--- src/rtl/note_bank_writer.sv ---
// Producer side of a two-bank ping-pong buffer. Incoming bytes fill one bank
// while the reader drains the other. Each full bank is handed to the reader
// through bank_full. A flush zero-pads a partial bank to its full depth.
module note_bank_writer #(
  parameter int unsigned DATA_W = 8,
  parameter int unsigned DEPTH  = 32,
  parameter int unsigned ADDR_W = 5
) (
  input  logic              clk,
  input  logic              resetn,
  input  logic              in_valid,
  input  logic [DATA_W-1:0] in_data,
  output logic              in_ready,
  input  logic              flush,
  output logic              ram0_we,
  output logic              ram1_we,
  output logic [ADDR_W-1:0] wr_addr,
  output logic [DATA_W-1:0] wr_data,
  output logic [1:0]        bank_full,
  input  logic [1:0]        rd_done,
  output logic              err
);

  typedef enum logic [1:0] {StFill, StPad, StCommit} state_e;

  localparam logic [ADDR_W-1:0] LastAddr = ADDR_W'(DEPTH - 1);

  state_e            state_q, state_d;
  logic              wb_q, wb_d;
  logic [ADDR_W-1:0] addr_q, addr_d;
  logic [1:0]        full_q, full_d;
  logic              we0_q, we0_d, we1_q, we1_d;
  logic [ADDR_W-1:0] waddr_q, waddr_d;
  logic [DATA_W-1:0] wdata_q, wdata_d;
  logic              err_q, err_d;
  logic              fill_ready;
  logic              transfer;

  // Accept only while filling a bank that the reader does not own.
  assign fill_ready = (state_q == StFill) && !full_q[wb_q];
  assign transfer   = fill_ready && in_valid;
  assign in_ready   = resetn && fill_ready;

  // Next-state, registered write port, and the bank hand-off and release bookkeeping.
  always_comb begin
    state_d = state_q;
    wb_d    = wb_q;
    addr_d  = addr_q;
    full_d  = full_q;
    we0_d   = 1'b0;
    we1_d   = 1'b0;
    waddr_d = waddr_q;
    wdata_d = wdata_q;
    err_d   = err_q;

    // A release of a bank the reader does not hold is a protocol error.
    for (int b = 0; b < 2; b++) begin
      if (rd_done[b]) begin
        if (full_q[b]) full_d[b] = 1'b0;
        else           err_d     = 1'b1;
      end
    end

    unique case (state_q)
      StFill: begin
        if (transfer) begin
          we0_d   = ~wb_q;
          we1_d   = wb_q;
          waddr_d = addr_q;
          wdata_d = in_data;
          addr_d  = addr_q + 1'b1;
          if (addr_q == LastAddr) state_d = StCommit;
          else if (flush)         state_d = StPad;
        end else if (flush && (addr_q != '0)) begin
          state_d = StPad;
        end
      end
      StPad: begin
        we0_d   = ~wb_q;
        we1_d   = wb_q;
        waddr_d = addr_q;
        wdata_d = '0;
        addr_d  = addr_q + 1'b1;
        if (addr_q == LastAddr) state_d = StCommit;
      end
      StCommit: begin
        // The last data strobe is on the bus during this cycle, so the bank is flagged one
        // cycle after that strobe.
        full_d[wb_q] = 1'b1;
        wb_d         = ~wb_q;
        addr_d       = '0;
        state_d      = StFill;
      end
      default: state_d = StFill;
    endcase
  end

  // State and registered outputs.
  always_ff @(posedge clk or negedge resetn) begin
    if (!resetn) begin
      state_q <= StFill;
      wb_q    <= 1'b0;
      addr_q  <= '0;
      full_q  <= '0;
      we0_q   <= 1'b0;
      we1_q   <= 1'b0;
      waddr_q <= '0;
      wdata_q <= '0;
      err_q   <= 1'b0;
    end else begin
      state_q <= state_d;
      wb_q    <= wb_d;
      addr_q  <= addr_d;
      full_q  <= full_d;
      we0_q   <= we0_d;
      we1_q   <= we1_d;
      waddr_q <= waddr_d;
      wdata_q <= wdata_d;
      err_q   <= err_d;
    end
  end

  assign ram0_we   = we0_q;
  assign ram1_we   = we1_q;
  assign wr_addr   = waddr_q;
  assign wr_data   = wdata_q;
  assign bank_full = full_q;
  assign err       = err_q;

endmodule
--- config.mk ---
export PLATFORM = sky130hd
export DESIGN_NAME = note_bank_writer
export DESIGN_NICKNAME = d
export VERILOG_FILES = /design/src/rtl/note_bank_writer.sv
export SDC_FILE = /design/constraint.sdc
export NUM_CORES = 1
export LEC_CHECK = 0
export CORE_UTILIZATION = 40
export DETAILED_ROUTE_END_ITERATION = 16
export HOLD_SLACK_MARGIN = 0.03
export PLACE_DENSITY = 0.71
export SLEW_MARGIN = 10
export SYNTH_ARGS = -nofsm -noshare
export SYNTH_HDL_FRONTEND = slang
export SYNTH_SLANG_ARGS = --single-unit
--- constraint.sdc ---
create_clock -name clk -period 1.5 [get_ports clk]
set_clock_uncertainty 0.05 [all_clocks]
set_input_delay 0.225 -clock clk [delete_from_list [all_inputs] [get_ports clk]]
set_output_delay 0.225 -clock clk [all_outputs]
set_load 0.01 [all_outputs]
==> results of run 1 <==
-- per-stage QoR --
step	setup TNS (ns)	instances	worst slack [ns]	hold slack, ns
after global routing	-1.521	199	-0.1588	0.3076
final	-0.4986	199	-0.1136	0.2925
after floorplan	-0.3694	116	-0.1210	-0.1206
after CTS	-0.6902	198	-0.09197	0.3029
after detailed placement	-1.301	191	-0.2302	0.4210
after global placement	-0.8441	191	-0.2269	0.4239
-- registers in the layout, indices dropped and copies added, names as in the netlist --
name / cells
addr_q: 5
bank_full: 2
err: 1
ram0_we: 1
ram1_we: 1
state_q: 2
wb_q: 1
wr_addr: 5
wr_data: 8
-- cells by family after synthesis --
group | Yosys count
multiplexers | 6
AO/OA/AOI/OAI | 26
AND/OR/NAND/NOR | 41
adder cells (fa/ha/maj) | 3
flip-flops | 26
XOR/XNOR | 1
buffers and inverters | 13
-- placed cells by master, fill, tap and decap left out, drive strengths merged, types with 2 or more instances in the layout --
cell type / n
ha: 3
and2: 2
buf: 23
mux2: 4
nand2b: 3
dlymetal6s2s: 3
nand2: 18
dfrtp: 26
o22ai: 2
and3: 2
clkbuf: 4
a21oi: 10
o21ai: 5
a221o: 2
clkdlybuf4s50: 14
nand3: 2
nor2: 8
mux2i: 2
dlygate4sd2: 14
inv: 7
-- cell type report --
| class | instances | area, µm² | share of cell area |
|---|---|---|---|
| Sequential cell | 26 | 650.6 | 0.3611 |
| Multi-Input combinational cell | 77 | 553.0 | 0.3069 |
| Timing Repair Buffer | 54 | 496.7 | 0.2757 |
| Tap cell | 31 | 38.79 | 0.02153 |
| Clock buffer | 4 | 36.28 | 0.02014 |
| Inverter | 7 | 26.28 | 0.01458 |
-- layer usage --
layer | global-route usage | vias up
li1 | - | 502
met1 | 0.2574 | 531
met2 | 0.3299 | 18
met3 | 0.02535 | 4
met4 | 0.05714 | 0
met5 | 0 | -
-- how the worst max path moves through the flow --
stage                     slack, ns      start  cells after the start          to
after floorplan               -0.12       wb_q                      5  wr_addr[2]
after global placement        -0.23     resetn                      3    in_ready
after detailed placement      -0.23     resetn                      3    in_ready
after CTS                     -0.09       wb_q                      5  wr_addr[4]
after global routing          -0.16  addr_q[0]                      7   addr_q[4]
final                         -0.11  addr_q[1]                      7   addr_q[4]
-- power groups by stage --
| stage | combinational [mW] | clock (mW) | sequential, mW |
|---|---|---|---|
| finish | 1.39 | 0.348 | 1.04 |
| global route | 1.52 | 0.400 | 1.07 |
| CTS | 1.29 | 0.366 | 1.03 |
| detailed placement | 1.25 | 0 | 1.04 |
| global placement | 1.20 | 0 | 1.04 |
| floorplan | 0.605 | 0 | 1.09 |
-- timing repair --
item | CTS | global route
gates resized for setup | 28 | 16
endpoints found under the setup margin | 26 | 26
cloned | 0 | 0
buffers inserted | 3 | 1
pin swaps | 2 | 6
==> run_results.csv, run 1 <==
group,metric,value,unit
run_status,status,"finished, violations left",
synthesis,ys_types,36,
synthesis,mappedNetlistNets,133,
drt,dr.first_iter.drc_count,33,
power,combPwrFrac,0.500,
final_layout,n_antenna_cell,0,
floorplan,fp.dieH,56.69,µm
grt,grt_pass1_wl,4.816,mm
worst_setup_path,path_buf_inv,0,
min_path,min_path_type,"input port to async pin",
synthesis,ys_ff_latch,26,
grt,grt_max_degree,27,
grt,grt_pass1_vias,1053,
worst_setup_path,endpoint_kind,"register",
clocking,cts.sink_count,26,
place,post-dp-hpwl,2.052,mm
synthesis,synth_cells,116,
worst_setup_path,crit_slowest_cell,"dfrtp_1",
synthesis,yosysMostFrequentCell,"dfrtp_1",
synthesis,ys_top_cells_by_area,"dfrtp_1 54%, nand2_1 5.6%, a21oi_1 3.8%",
synthesis,synth_top_area_cell,"dfrtp_1",
worst_setup_path,critPathMostFrequentCell,"nand2_2",
synthesis,synth_edf_count,0,
synthesis,synth_area,1196,µm²
place,place_area,1675,µm²
synthesis,yosysTopAreaCellShare,0.5439,
synthesis,synth_top_family_by_area,"simple AND/OR/NAND/NOR gates",
worst_setup_path,slowest_delay,0.43,ns
worst_setup_path,reg2reg_setup_slack,-0.11,ns
final_layout,syn_to_final_growth,50.63,%
synthesis,synth_fa_ha_area_frac,0.03138,
grt,antenna_found_initial,0,
worst_setup_path,crit-reg2reg-launch,"addr_q[1]",
drt,m1WireLength,1.293,mm
drt,wl,2.875,mm
power,seqPwrFrac,0.374,
timing,slew_headroom,0.7824,
power,leakagePower,0.8644,nW
timing,min_period_over_period,1.076,
place,port_buffers,32,
floorplan,start_util,0.4264,
worst_setup_path,cp_top_family,"adder cells",
power,pwr-share-clk,0.125,
synthesis,synth_flop_cell,"dfrtp_1",
synthesis,synthMuxAreaShare,0.06695,
worst_setup_path,path_max_fanout,3,
timing,slew_viol_final,0,
drt,met2_length,1.476,mm
drt,num_vias,1055,
floorplan,dieWidth,56.69,µm
clocking,clk_pin_slew,0.14,ns
clocking,clockBufferDepth,2,
clocking,clk_latency,0.31,ns
run_status,violations,"DRC, setup timing",
clocking,numCtsBuffers,3,
worst_setup_path,crit_path_start_kind,"register",
drt,wire_per_inst,14.45,µm
synthesis,ys_seq_area_frac,0.5439,
floorplan,rows,19,
timing,finalHoldViolations,0,
drt,via_per_inst,5.302,
worst_setup_path,cp.required,1.66,ns
worst_setup_path,cp.arrival,1.78,ns
final_layout,fin_util,0.6423,
run,maxCapViolations,0,
timing,max_freq,619.7,MHz
drt,ant_nets,0,
clocking,cts_root_buf,"clkbuf_4",
clocking,cts_tree,"built",
synthesis,yosys_warnings,0,
clocking,cts_max_level,1,
final_layout,fin_nets,186,
worst_setup_path,r2r_cells,7,
synthesis,synthArstFlopShare,1.000,
final_layout,fillers,234,
final_layout,layout-drive-gt1-share,0.2917,
synthesis,synth_compound_area_frac,0.1381,
timing,setup_violations,7,
timing,rsz0062_at_grt,"true",
clocking,cts_hold_buf,0,
drt,route.detailed.drc,6,
synthesis,synth_common_cells,"26 x dfrtp_1, 18 x nand2_1, 9 x a21oi_1",
power,finalPower,2.786,mW
drt,wl_met3,74,µm
timing,finalWorstSetupSlack,-0.1136,ns
final_layout,fin_area,1802,µm²
drt,drt-pass1-iter-count,10,
timing,finalCriticalPeriod,1.614,ns
drt,topRoutingLayerUsed,"met4",
worst_setup_path,cp_cell_sequence,"ha_2 > nand2_2 > nor2_2 > ha_1 > mux2_4 > nand2_2 > o21ai_2",
floorplan,design.core.area,2805,µm²
place,gp_congestion,0.8747,
power,internal-power,1.813,mW
timing,max_slew.worst_pin.slew,0.3248,ns
floorplan,num_io_pins,33,
synthesis,syn_area_per_cell,10.31,µm²
floorplan,die_area,3213,µm²
synthesis,yosys.area_share.simple,0.1621,
power,p_sw,0.9729,mW
grt,gr-total-overflow,0,
worst_setup_path,critical_path_class,"register to register",
grt,grt_usage,0.1941,
power,powerDensity,1546,nW/µm²
power,p_sw_frac,0.3492,
worst_setup_path,r2r_end,"addr_q[4]",
synthesis,synth_xor_area_frac,0.007322,
power,ir_worst_vdd,0.7701,mV
No activity file was read; power rests on OpenSTA's default activity.
==> run 2, diff against run 1 <==
--- a/config.mk
+++ b/config.mk
@@ -6,10 +6,10 @@
 export NUM_CORES = 1
 export LEC_CHECK = 0
 export CORE_UTILIZATION = 40
+export CTS_CLUSTER_SIZE = 40
 export DETAILED_ROUTE_END_ITERATION = 16
 export HOLD_SLACK_MARGIN = 0.03
 export PLACE_DENSITY = 0.71
-export SLEW_MARGIN = 10
 export SYNTH_ARGS = -nofsm -noshare
 export SYNTH_HDL_FRONTEND = slang
 export SYNTH_SLANG_ARGS = --single-unit
==> results of run 2 <==
Same layout as run 1: the final DEF is identical, and so are final timing and power.
==> run 3, diff against run 2 <==
--- a/config.mk
+++ b/config.mk
@@ -5,6 +5,7 @@
 export SDC_FILE = /design/constraint.sdc
 export NUM_CORES = 1
 export LEC_CHECK = 0
+export CORE_MARGIN = 2
 export CORE_UTILIZATION = 40
 export CTS_CLUSTER_SIZE = 40
 export DETAILED_ROUTE_END_ITERATION = 16
==> run_results.csv, run 3 (same netlist as run 1, synthesis figures left out) <==
group,metric,value,unit
clocking,cts_root_buf,"clkbuf_4",
final_layout,layout.cells.non_filler,197,
run,maxCapViolations,0,
final_layout,n_antenna_cell,0,
worst_setup_path,critical_path_class,"register to register",
place,dp_slack,-0.2271,ns
final_layout,syn_to_final_growth,47.80,%
final_layout,fin_area,1768,µm²
timing,max_freq,629.5,MHz
drt,ant_nets,0,
worst_setup_path,cp-startpoint,"wb_q",
drt,via_per_inst,5.147,
drt,wire_per_inst,14.20,µm
worst_setup_path,reg2reg_setup_slack,-0.09,ns
grt,grt_pass1_vias,1053,
worst_setup_path,cp_cell_sequence,"mux2i_2 > buf_4 > a21oi_2 > or2_4 > mux2_4",
timing,max_slew.worst_pin.slew,0.3376,ns
timing,rsz0062_at_grt,"true",
worst_setup_path,slowest_delay,0.41,ns
timing,finalWorstSetupSlack,-0.08867,ns
final_layout,fillers,227,
worst_setup_path,r2r_cells,5,
worst_setup_path,r2r_end,"wr_addr[3]",
worst_setup_path,path_max_fanout,4,
drt,route.detailed.drc,2,
grt,grt_usage,0.1858,
clocking,cts_hold_buf,0,
final_layout,final_cell_mix,"26 x dfrtp_1, 18 x buf_4, 17 x nand2_1",
grt,antenna_found_initial,0,
place,port_buffers,32,
power,powerDensity,1547,nW/µm²
place,gp_congestion,0.8250,
grt,grt_pass1_wl,4.692,mm
worst_setup_path,crit-reg2reg-launch,"wb_q",
floorplan,num_io_pins,33,
clocking,clk_pin_slew,0.14,ns
floorplan,fp.dieH,58.69,µm
worst_setup_path,crit_slowest_cell,"dfrtp_1",
run_status,status,"finished, violations left",
drt,dr.first_iter.drc_count,28,
final_layout,largest_reg_flops,8,
power,leakagePower,0.8377,nW
timing,finalHoldViolations,0,
timing,min_period_over_period,1.059,
worst_setup_path,crit_path_start_kind,"register",
place,place_area,1675,µm²
timing,finalCriticalPeriod,1.589,ns
timing,setup_violations,7,
min_path,min_path_type,"input port to async pin",
clocking,clk_latency,0.33,ns
grt,gr-total-overflow,0,
clocking,clockBufferDepth,2,
floorplan,dieWidth,58.69,µm
clocking,cts_max_level,1,
floorplan,die_area,3444,µm²
final_layout,fin_nets,184,
place,place_inst,191,
run_status,violations,"DRC, setup timing",
timing,slew_viol_final,0,
floorplan,rows,19,
final_layout,layout-drive-gt1-share,0.2831,
grt,grt_max_degree,27,
drt,drt-pass1-iter-count,10,
floorplan,start_util,0.4264,
clocking,numCtsBuffers,3,
final_layout,final_common_cell,"dfrtp_1",
worst_setup_path,endpoint_kind,"register",
clocking,cts_tree,"built",
clocking,cts.sink_count,26,
power,ir_worst_vdd,0.9800,mV
place,post-dp-hpwl,2.048,mm
timing,slew_headroom,0.7749,
floorplan,design.core.area,2805,µm²
drt,num_vias,1014,
drt,wl,2.797,mm
worst_setup_path,cp.required,1.69,ns
worst_setup_path,cp.arrival,1.77,ns
-- run 3: cell type report --
type / instances / area, µm² / area share
flip-flops and latches: 26 / 650.6 / 0.3680
well taps: 31 / 38.79 / 0.02194
clock buffers: 4 / 36.28 / 0.02052
repair buffers: 52 / 473.0 / 0.2675
inverters: 7 / 26.28 / 0.01486
multi-input cells: 77 / 543.0 / 0.3071
-- run 3: where the power goes --
group / internal, mW / switching (mW) / total, mW
sequential: 0.898 / 0.147 / 1.04
combinational: 0.730 / 0.590 / 1.32
clock: 0.149 / 0.223 / 0.372
-- run 3: timing repair --
action,CTS,global route
gates resized for setup,32,11
pin swaps,5,6
buffers inserted,2,0
setup endpoints to repair,28,22
-- run 3: critical path: cells and delay by family (launching register included) --
family	cells	cell delay, ns
compound gates	1	0.06
buf+inv	1	0.17
flops	1	0.41
mux	2	0.54
simple gates	1	0.26
-- run 3: per-stage QoR --
| stage | util | power [mW] | hold slack (ns) | setup TNS [ns] |
|---|---|---|---|---|
| detailed placement | 0.5972 | 2.294 | 0.4153 | -1.097 |
| floorplan | - | 1.697 | -0.1206 | -0.3694 |
| finish | 0.6302 | 2.735 | 0.2756 | -0.4238 |
| CTS | 0.6173 | 2.698 | 0.2887 | -0.4234 |
| global placement | 0.5972 | 2.238 | 0.4250 | -0.7370 |
| global route | 0.6302 | 2.936 | 0.2927 | -1.090 |
-- run 3: worst max-delay path by stage --
stage,cells after the start,to
floorplan,5,wr_addr[2]
global placement,3,in_ready
detailed placement,3,in_ready
CTS,7,addr_q[4]
global route,7,addr_q[4]
finish,5,wr_addr[3]
-- run 3: routing by layer --
metal	track usage	wire length (µm)
met1	0.2358	1234
met2	0.2970	1380
met3	0.03516	118
met4	0.1071	63
met5	0	0
